--- config.mk ---
export PLATFORM = sky130hd
export DESIGN_NAME = bit_ram_word_writer_flat
export DESIGN_NICKNAME = d
export VERILOG_FILES = /design/src/rtl/bit_ram_pkg.sv /design/src/rtl/bit_ram_word_writer_if.sv /design/src/rtl/bit_ram_req_fifo.sv /design/src/rtl/bit_ram_word_writer.sv /design/src/flat_wrapper.sv
export SDC_FILE = /design/constraint.sdc
export NUM_CORES = 1
export LEC_CHECK = 0
export BUFFER_PORTS_ARGS = -buffer_cell sky130_fd_sc_hd__buf_2
export CORE_ASPECT_RATIO = 0.75
export CORE_MARGIN = 10
export CORE_UTILIZATION = 50
export DETAILED_ROUTE_END_ITERATION = 7
export PLACE_DENSITY = 0.67
export SYNTH_ARGS = -nofsm -noshare
export SYNTH_HDL_FRONTEND = slang
export SYNTH_SLANG_ARGS = --single-unit
--- constraint.sdc ---
create_clock -name clk -period 3.3 [get_ports clk]
set_input_delay 0 -clock clk [delete_from_list [all_inputs] [get_ports clk]]
set_output_delay 0 -clock clk [all_outputs]
set_load 0.1 [all_outputs]
--- src/rtl/bit_ram_pkg.sv ---
// Shared definitions for the 1-bit-wide, 16384-deep bit RAM and its word writer.
// The request struct is the FIFO payload between the accept port and the serializer.
package bit_ram_pkg;

  localparam int unsigned RAM_ADDR_W   = 14;
  localparam int unsigned RAM_DEPTH    = 16384;
  localparam int unsigned RAM_WINDOW_W = 17;
  localparam int unsigned REQ_LEN_W    = $clog2(RAM_WINDOW_W + 1);

  typedef enum logic {
    ST_IDLE,
    ST_WRITE
  } state_e;

  typedef struct packed {
    logic [RAM_ADDR_W-1:0]   addr;
    logic [RAM_WINDOW_W-1:0] data;
    logic [REQ_LEN_W-1:0]    len;
  } req_t;

  // Longer requests are truncated to one RAM window.
  function automatic logic [REQ_LEN_W-1:0] clamp_len(input logic [REQ_LEN_W-1:0] len);
    return (len > REQ_LEN_W'(RAM_WINDOW_W)) ? REQ_LEN_W'(RAM_WINDOW_W) : len;
  endfunction

endpackage

--- src/rtl/bit_ram_word_writer_if.sv ---
// Request handshake plus the single RAM write port driven by the word writer.
// master = upstream requester, slave = the writer.
interface bit_ram_word_writer_if
  import bit_ram_pkg::*;
#(
  parameter int unsigned WORD_W = RAM_WINDOW_W,
  parameter int unsigned ADDR_W = RAM_ADDR_W,
  parameter int unsigned LEN_W  = $clog2(WORD_W + 1)
);

  logic              in_valid;
  logic              in_ready;
  logic [ADDR_W-1:0] in_addr;
  logic [WORD_W-1:0] in_data;
  logic [LEN_W-1:0]  in_len;

  logic              ram_store;
  logic [ADDR_W-1:0] ram_address;
  logic              ram_datain;
  logic              word_done;
  logic              busy;

  modport master (
    output in_valid, in_addr, in_data, in_len,
    input  in_ready, ram_store, ram_address, ram_datain, word_done, busy
  );

  modport slave (
    input  in_valid, in_addr, in_data, in_len,
    output in_ready, ram_store, ram_address, ram_datain, word_done, busy
  );

endinterface

--- src/rtl/bit_ram_req_fifo.sv ---
// Small synchronous FIFO of pending write requests with occupancy count.
// Caller guarantees no push when full and no pop when empty.
module bit_ram_req_fifo
  import bit_ram_pkg::*;
#(
  parameter int unsigned DEPTH = 2,
  localparam int unsigned CNT_W = $clog2(DEPTH + 1)
) (
  input  logic             clk,
  input  logic             clear_n,
  input  logic             push,
  input  req_t             push_data,
  input  logic             pop,
  output req_t             head,
  output logic [CNT_W-1:0] count,
  output logic             full,
  output logic             empty
);

  localparam int unsigned PTR_W = (DEPTH > 1) ? $clog2(DEPTH) : 1;

  req_t             mem [DEPTH];
  logic [PTR_W-1:0] wr_ptr;
  logic [PTR_W-1:0] rd_ptr;

  function automatic logic [PTR_W-1:0] ptr_inc(input logic [PTR_W-1:0] p);
    return (p == PTR_W'(DEPTH - 1)) ? '0 : p + PTR_W'(1);
  endfunction

  // Storage is not reset; only pointers and count define validity.
  always_ff @(posedge clk) begin
    if (push) begin
      mem[wr_ptr] <= push_data;
    end
  end

  always_ff @(posedge clk or negedge clear_n) begin
    if (!clear_n) begin
      wr_ptr <= '0;
      rd_ptr <= '0;
      count  <= '0;
    end else begin
      if (push) begin
        wr_ptr <= ptr_inc(wr_ptr);
      end
      if (pop) begin
        rd_ptr <= ptr_inc(rd_ptr);
      end
      if (push && !pop) begin
        count <= count + CNT_W'(1);
      end else if (pop && !push) begin
        count <= count - CNT_W'(1);
      end
    end
  end

  assign head  = mem[rd_ptr];
  assign full  = (count == CNT_W'(DEPTH));
  assign empty = (count == '0);

endmodule

--- src/rtl/bit_ram_word_writer.sv ---
// Serializes buffered word-write requests onto one bit-RAM write port, MSB first,
// one bit per cycle into consecutive (wrapping) bit addresses.
module bit_ram_word_writer
  import bit_ram_pkg::*;
#(
  parameter int unsigned WORD_W     = RAM_WINDOW_W,
  parameter int unsigned ADDR_W     = $clog2(RAM_DEPTH),
  parameter int unsigned FIFO_DEPTH = 2,
  parameter int unsigned LEN_W      = $clog2(WORD_W + 1)
) (
  input logic                  clk,
  input logic                  clear_n,
  bit_ram_word_writer_if.slave bus
);

  localparam int unsigned CNT_W = $clog2(FIFO_DEPTH + 1);

  req_t             push_req;
  req_t             head;
  logic             push_c;
  logic             pop_c;
  logic             fifo_full;
  logic             fifo_empty;
  logic [CNT_W-1:0] count;
  logic [CNT_W-1:0] cnt_nxt;

  state_e            state;
  state_e            state_nxt;
  logic [WORD_W-1:0] shreg;
  logic [WORD_W-1:0] aligned;
  logic [LEN_W-1:0]  head_len;
  logic [LEN_W-1:0]  rem;

  logic              in_ready_q;
  logic              busy_q;
  logic              ram_store_q;
  logic [ADDR_W-1:0] ram_address_q;
  logic              ram_datain_q;
  logic              word_done_q;

  // Zero-length requests are consumed here and never reach the FIFO.
  assign push_c = bus.in_valid && in_ready_q && !fifo_full && (bus.in_len != '0);

  always_comb begin
    push_req      = '0;
    push_req.addr = RAM_ADDR_W'(bus.in_addr);
    push_req.data = RAM_WINDOW_W'(bus.in_data);
    push_req.len  = clamp_len(REQ_LEN_W'(bus.in_len));
  end

  bit_ram_req_fifo #(
    .DEPTH(FIFO_DEPTH)
  ) u_fifo (
    .clk      (clk),
    .clear_n  (clear_n),
    .push     (push_c),
    .push_data(push_req),
    .pop      (pop_c),
    .head     (head),
    .count    (count),
    .full     (fifo_full),
    .empty    (fifo_empty)
  );

  // Word left-aligned so its MSB sits at the top of the shift register.
  assign head_len = LEN_W'(head.len);
  assign aligned  = WORD_W'(head.data) << (LEN_W'(WORD_W) - head_len);
  assign cnt_nxt  = count + CNT_W'(push_c) - CNT_W'(pop_c);

  // Next state and pop: a new word is loaded while idle or right on the last bit.
  always_comb begin
    state_nxt = state;
    pop_c     = 1'b0;
    unique case (state)
      ST_IDLE: begin
        if (!fifo_empty) begin
          pop_c     = 1'b1;
          state_nxt = ST_WRITE;
        end
      end
      ST_WRITE: begin
        if (rem == '0) begin
          if (!fifo_empty) begin
            pop_c = 1'b1;
          end else begin
            state_nxt = ST_IDLE;
          end
        end
      end
      default: state_nxt = ST_IDLE;
    endcase
  end

  always_ff @(posedge clk or negedge clear_n) begin
    if (!clear_n) begin
      state         <= ST_IDLE;
      shreg         <= '0;
      rem           <= '0;
      in_ready_q    <= 1'b0;
      busy_q        <= 1'b0;
      ram_store_q   <= 1'b0;
      ram_address_q <= '0;
      ram_datain_q  <= 1'b0;
      word_done_q   <= 1'b0;
    end else begin
      state      <= state_nxt;
      in_ready_q <= (cnt_nxt < CNT_W'(FIFO_DEPTH));
      busy_q     <= (state_nxt == ST_WRITE) || (cnt_nxt != '0);
      if (pop_c) begin
        ram_store_q   <= 1'b1;
        ram_address_q <= ADDR_W'(head.addr);
        ram_datain_q  <= aligned[WORD_W-1];
        shreg         <= aligned << 1;
        rem           <= head_len - LEN_W'(1);
        word_done_q   <= (head_len == LEN_W'(1));
      end else if ((state == ST_WRITE) && (rem != '0)) begin
        ram_store_q   <= 1'b1;
        ram_address_q <= ram_address_q + ADDR_W'(1);
        ram_datain_q  <= shreg[WORD_W-1];
        shreg         <= shreg << 1;
        rem           <= rem - LEN_W'(1);
        word_done_q   <= (rem == LEN_W'(1));
      end else begin
        ram_store_q <= 1'b0;
        word_done_q <= 1'b0;
      end
    end
  end

  assign bus.in_ready    = in_ready_q;
  assign bus.busy        = busy_q;
  assign bus.ram_store   = ram_store_q;
  assign bus.ram_address = ram_address_q;
  assign bus.ram_datain  = ram_datain_q;
  assign bus.word_done   = word_done_q;

endmodule

--- src/flat_wrapper.sv ---
// flat-port wrapper written by rule: the top's interface ports become plain ports
module bit_ram_word_writer_flat import bit_ram_pkg::*;
#(
  parameter int unsigned WORD_W     = RAM_WINDOW_W,
  parameter int unsigned ADDR_W     = $clog2(RAM_DEPTH),
  parameter int unsigned FIFO_DEPTH = 2,
  parameter int unsigned LEN_W      = $clog2(WORD_W + 1)
)
  (clk, clear_n, bus_in_valid, bus_in_addr, bus_in_data, bus_in_len, bus_in_ready, bus_ram_store, bus_ram_address, bus_ram_datain, bus_word_done, bus_busy);
  bit_ram_word_writer_if #(.WORD_W(WORD_W), .ADDR_W(ADDR_W), .LEN_W(LEN_W)) bus_i ();
  input logic clk;
  input logic clear_n;
  input wire logic [$bits(bus_i.in_valid)-1:0] bus_in_valid;
  input wire logic [$bits(bus_i.in_addr)-1:0] bus_in_addr;
  input wire logic [$bits(bus_i.in_data)-1:0] bus_in_data;
  input wire logic [$bits(bus_i.in_len)-1:0] bus_in_len;
  output wire logic [$bits(bus_i.in_ready)-1:0] bus_in_ready;
  output wire logic [$bits(bus_i.ram_store)-1:0] bus_ram_store;
  output wire logic [$bits(bus_i.ram_address)-1:0] bus_ram_address;
  output wire logic [$bits(bus_i.ram_datain)-1:0] bus_ram_datain;
  output wire logic [$bits(bus_i.word_done)-1:0] bus_word_done;
  output wire logic [$bits(bus_i.busy)-1:0] bus_busy;
  assign bus_i.in_valid = bus_in_valid;
  assign bus_i.in_addr = bus_in_addr;
  assign bus_i.in_data = bus_in_data;
  assign bus_i.in_len = bus_in_len;
  assign bus_in_ready = bus_i.in_ready;
  assign bus_ram_store = bus_i.ram_store;
  assign bus_ram_address = bus_i.ram_address;
  assign bus_ram_datain = bus_i.ram_datain;
  assign bus_word_done = bus_i.word_done;
  assign bus_busy = bus_i.busy;
  bit_ram_word_writer #(.WORD_W(WORD_W), .ADDR_W(ADDR_W), .FIFO_DEPTH(FIFO_DEPTH), .LEN_W(LEN_W)) u_core (.clk(clk), .clear_n(clear_n), .bus(bus_i));
endmodule
Word-level counts from Yosys, hierarchy flattened
Memory sizes are Yosys's and may differ from the RTL's.
Index checks and enable logic that the tools add are counted.
{"block": "word_totals", "register_bits": 46, "ramBits": 72, "in_bits": 39, "output_inout_bits": 19, "wordCells": 71, "mem_count": 1}
{"memory": "u_core.u_fifo.mem", "words": 2, "word_bits": 36, "rd": 1, "rd_ports_with_merged_regs": 0, "write_ports": 1, "line": "bit_ram_req_fifo.sv:22", "rtl": "req_t mem [DEPTH];"}
{"block": "op_classes", "add_sub_neg": 10, "magnitude_cmp": 2, "eq_ne": 3, "n_shift": 1, "muxes": 24, "n_bitwise": 1, "reduce_logical": 17}
{"op": "$mux 17", "n": 2}
{"op": "$mux 14", "n": 2}
{"op": "$shl 17x5->17", "n": 1}
{"op": "$mux 5", "n": 3}
{"op": "$add 14x1->14 const B", "n": 1}
{"op": "$mux 1", "n": 13}
{"op": "$eq 5x1->1 const B", "n": 2}
{"op": "$reduce_bool 5->1", "n": 2}
{"op": "$sub 5x1->5 const B", "n": 2}
{"op": "$logic_and 1x1->1", "n": 6}
{"op": "$reduce_bool 2->1", "n": 3}
{"op": "$gt 5x5->1 const B", "n": 1}
{"op": "$logic_not 5->1", "n": 1}
{"op": "$sub 5x5->5 const A", "n": 1}
{"op": "$mux 2", "n": 2}
{"op": "$pmux 1 s2", "n": 2}
{"op": "$logic_not 1->1", "n": 3}
{"op": "$add 1x1->1 const B", "n": 2}
{"op": "$add 2x1->2", "n": 1}
{"op": "$add 2x1->2 const B", "n": 1}
{"op": "$eq 2x2->1 const B", "n": 1}
{"op": "$logic_not 2->1", "n": 1}
{"op": "$lt 2x2->1 const B", "n": 1}
{"op": "$sub 2x1->2", "n": 1}
{"op": "3 further kinds", "n": 3}

Depth between registers and ports, before layout
{"block": "depth", "depth_word": 8, "depth_mapped": 12, "depth_no_buf": 11}

Hierarchy
A second synthesis with hierarchy kept.
{"block": "unflattened", "hier_cells": 446, "area_unflattened_um2": 6060.8}
{"mod": "bit_ram_word_writer", "n_inst": 1, "cells_each": 318, "area_each_um2": 3126.7, "seq_area_each_um2": 1026.0}
{"mod": "bit_ram_req_fifo", "n_inst": 1, "cells_each": 128, "area_each_um2": 2934.1, "seq_area_each_um2": 2262.2}

Worst setup path after synthesis
Ideal clock, no wire load.
{"block": "synth_path", "path_kind": "flip-flop to flip-flop", "from": "register u_core.in_ready_q (netlist: u_core.bus.in_ready)", "to": "memory u_core.u_fifo.mem[0][0] in the netlist's numbering (enable)", "setup_ps": 429, "arrival_ps": 2905, "required_ps": 2871, "slack_ps": -34, "stages_incl_launch_ff": 3, "n_path_buf": 0, "synth_period_minus_slack_ps": 3334, "cell_sequence": "dfrtp_1 o2111ai_1 nor2_1"}
{"block": "synth_between", "elab_chain_len": 5}
{"item": "from (decl)", "line": "bit_ram_word_writer.sv:34", "rtl": "logic in_ready_q;"}
{"item": "from (signal assigned)", "line": "bit_ram_word_writer.sv:107", "rtl": "in_ready_q <= (cnt_nxt < CNT_W'(FIFO_DEPTH));"}
{"item": "$logic_and 1x1->1 (3 in series)", "line": "bit_ram_word_writer.sv:42", "rtl": "assign push_c = bus.in_valid && in_ready_q && !fifo_full && (bus.in_len != '0);"}
{"item": "$mux 1", "line": "bit_ram_req_fifo.sv:32", "rtl": "if (push) begin"}
{"item": "$mux 1 (implied by the code)", "line": "bit_ram_req_fifo.sv:33", "rtl": "mem[wr_ptr] <= push_data;"}
{"item": "to (decl)", "line": "bit_ram_req_fifo.sv:22"}
Every way passes these cells.

Final worst setup path
{"block": "layout_path", "from": "register u_core.rem[0]", "to": "register u_core.shreg[11]"}
{"block": "layout_between", "elab_chain_len": 4, "elab_cells_between_ends": 7, "cone_classes": "mux: 3; reduce/logical: 4"}
{"item": "from (decl)", "line": "bit_ram_word_writer.sv:32", "rtl": "logic [LEN_W-1:0] rem;"}
{"item": "from (signal assigned)", "line": "bit_ram_word_writer.sv:114", "rtl": "rem <= head_len - LEN_W'(1);"}
{"item": "from (signal assigned)", "line": "bit_ram_word_writer.sv:121", "rtl": "rem <= rem - LEN_W'(1);"}
{"item": "$logic_not 5->1", "line": "bit_ram_word_writer.sv:82", "rtl": "if (rem == '0) begin"}
{"item": "$mux 1", "line": "bit_ram_word_writer.sv:82"}
{"item": "$pmux 1 s2", "line": "bit_ram_word_writer.sv:74", "rtl": "unique case (state)"}
{"item": "$mux 17 / $reduce_bool 2->1 (equally long branches)"}
{"item": "to (signal assigned)", "line": "bit_ram_word_writer.sv:113", "rtl": "shreg <= aligned << 1;"}
{"item": "to (signal assigned)", "line": "bit_ram_word_writer.sv:120", "rtl": "shreg <= shreg << 1;"}
{"item": "to (decl)", "line": "bit_ram_word_writer.sv:29", "rtl": "logic [WORD_W-1:0] shreg;"}
Several ways; a longest one is shown, not always the timed one.
A chain may end at the register's enable or synchronous reset.

==> impl_metrics.toml <==
[pwr]
p_leak_nw = 2.96
p_int_mw = 4.09
ir_worst_vdd_mv = 0.566
power_mw = 7.25
power_frac_comb_pct = 44.1
switching_share_pct = 43.6
p_switching_mw = 3.16
p_per_area_nw_per_um2 = 978
p_clk_share_pct = 23.7
pwr-share-seq_pct = 32.3

[clock_tree]
cts_setup_buffers = 0
cts.sinks = 117
cts_tree = "built"
root_buffer = "clkbuf_16"
cts_made_buffers = 17
ctsHoldBuffers = 36
cts_resized = 0
h-tree-depth = 4
clk_latency_ns = 0.41
clk_pin_slew_worst_paths_ns = 0.05
clock_path_buffers = 2

[critical_path]
startpoint_type = "flop"
critPathCaptureType = "flop"
path_cells = "inv_1 > ha_1 > nor4b_4 > nor2_2 > nor2_8 > inv_2 > nor4_4 > o211ai_1 > a311oi_2"
rr_worst_depth = 9
max_stage_delay_ns = 0.68
cp_slowest_cell = "nor4_4"
crit_fanout = 15
criticalPathCategory = "reg -> reg"
crit_arrival_ns = 3.17
cp_data_required_time_ns = 3.61

[layout]
mostFrequentLayoutCell = "edfxtp_1"
final_cell_area_um2 = 7410
drive_above_1_share_pct = 21.6
fin_nets = 652
final_cell_mix = "edfxtp_1, buf_2, mux2i_1, dfrtp_1, nand2_1"
fin_util_pct = 63.3
area_growth_pct = 22.6
final_cells = 777
antenna_cells = 0

[placed_design]
place_inst = 709
port_buffers = 57
dpl-instance-area_um2 = 6500
hpwl_mm = 10.5
preCtsSetupSlack_ns = 0.520
gp_congestion = 1.00

[sta]
rsz0062_at_grt = "false"
fin_crit_ns = 2.86
final.setup.worst_slack_ns = 0.441
timing.hold.ws_ns = 0.00385
min_period_over_period_pct = 86.6
fin_tns_setup_ns = 0
fin_skew_ns = 0.0141
finalSetupViolCount = 0
slew_headroom_pct = 30.3
worst_pin_slew_ns = 1.05
fmax_mhz = 350
hold_viol = 0
slew_violations = 0

[floorplanning]
initial_core_util_pct = 51.6
fp.dieW_um = 147
die_area_um2 = 16900
io_pins = 58
placementRows = 34
die_y_um = 115
core_area_um2 = 11700

[job]
maxCapViolations = 0

[yosys]
synth-warning-count = 0
syn_avg_cell_area_um2 = 11.9
synthFlopType = "edfxtp_1"
synthTopCellsByArea = "edfxtp_1, dfrtp_1, mux2i_1, mux4_2, nand2_1"
post-synth-top-area-fraction_pct = 35.8
async_reset_ff_share_pct = 38.5
syn_area_um2 = 6040
synth-seq-cells = 117
netlist_instances = 507
seq_area_frac_synth_pct = 54.4
synth.distinct_cells = 68
synth_top_area_cell = "edfxtp_1"
synth_edf_count = 72
syn_nets = 557

[min_path]
hold_path_class = "in -> reg"
whs_path_depth = 2

[routing]
via_per_inst = 5.84
vias = 4534
dr.pass1.iters = 5
wl_mm = 15.5
drc = 0
postRouteAntennaNets = 0
wl_per_cell_um = 19.9
dr.first_iter.drc_count = 438

[outcome]
status = "completed"

[global_route]
grt_pass1_vias = 4588
grt_pass1_wl_mm = 25.0
antenna_found_initial = 0
grt_max_degree = 46
grt_overflow = 0
grt_usage_pct = 18.6
area by class of cell:
type,count,area [um^2]
Timing Repair Buffer,105,736
Sequential cell,117,3290
Multi-Input combinational cell,341,2550
Fill cell,898,4290
Inverter,20,75.1
Tap cell,162,203
Clock inverter,12,114
Clock buffer,20,437
cells by family after synthesis:
family	after synthesis	share of synthesized area, %
and+or+nand+nor	146	13.1
DFF	117	54.4
AOI/OAI and AO/OA	104	11.6
muxes	68	13.4
buffers and inverters	49	3.44
xor gates and xnor gates	12	1.74
adders and majority gates	11	2.28
per-layer routing:
layer	vias to the layer above	global-route usage [%]	share of wire, %
met5	-	0	0
met4	0	5.14	0.50
met3	8	6.32	7.8
met2	180	27.5	45
met1	2213	25.6	47
li1	2133	-	-
final timing paths:
check / from / end / slack, ns
setup / recovery: u_core.rem[0] / u_core.shreg[11] / 0.44
hold / removal: bus_in_len[3] / u_core.u_fifo.mem[0][3] / 0.004
setup reg to reg: u_core.rem[0] / u_core.shreg[11] / 0.44
hold reg to reg: u_core.shreg[13] / u_core.shreg[14] / 0.50
max in group asynchronous: clear_n / u_core.u_fifo.rd_ptr / 2.26
min in group asynchronous: clear_n / u_core.bus.ram_address[13] / 0.33
flip-flops by register name, indices dropped and copies added, names as in the netlist:
register	count
u_core.bus.in_ready	1
u_core.bus.busy	1
u_core.u_fifo.count	2
u_core.bus.ram_store	1
u_core.u_fifo.wr_ptr	1
u_core.rem	5
u_core.shreg	16
u_core.bus.ram_datain	1
u_core.u_fifo.mem	72
u_core.u_fifo.rd_ptr	1
u_core.bus.word_done	1
u_core.bus.ram_address	14
u_core.state	1
cells in the mapped netlist, types with 6 or more instances:
master	count
nor3_1	12
nand2_1	38
edfxtp_1	72
a211oi_1	11
or3_1	6
nor2_1	30
clkbuf_1	14
nand3_1	21
inv_1	15
o211ai_1	12
nand4_1	8
mux2_2	12
xnor2_1	10
o21ai_0	20
mux2i_1	46
buf_2	13
dfrtp_1	45
mux4_2	9
a21oi_1	26
ha_1	11
nor2b_1	6
worst max-delay path, delay by kind of cell, from the launching register on:
kind            cells  cell delay, ns
simple gates        4            1.35
fa+ha+maj           1            0.18
buf+inv             2            0.33
compound gates      2            0.48
flops               1            0.42
power by group through the flow:
stage | combinational [mW] | clock (mW) | sequential, mW
after floorplan | 1.77 | 0 | 2.95
after global placement | 3.09 | 0 | 2.33
after detailed placement | 3.14 | 0 | 2.35
after CTS | 3.19 | 1.75 | 2.33
after global routing | 3.45 | 1.83 | 2.39
final | 3.19 | 1.71 | 2.34
Power figures use the tool's default switching activity.
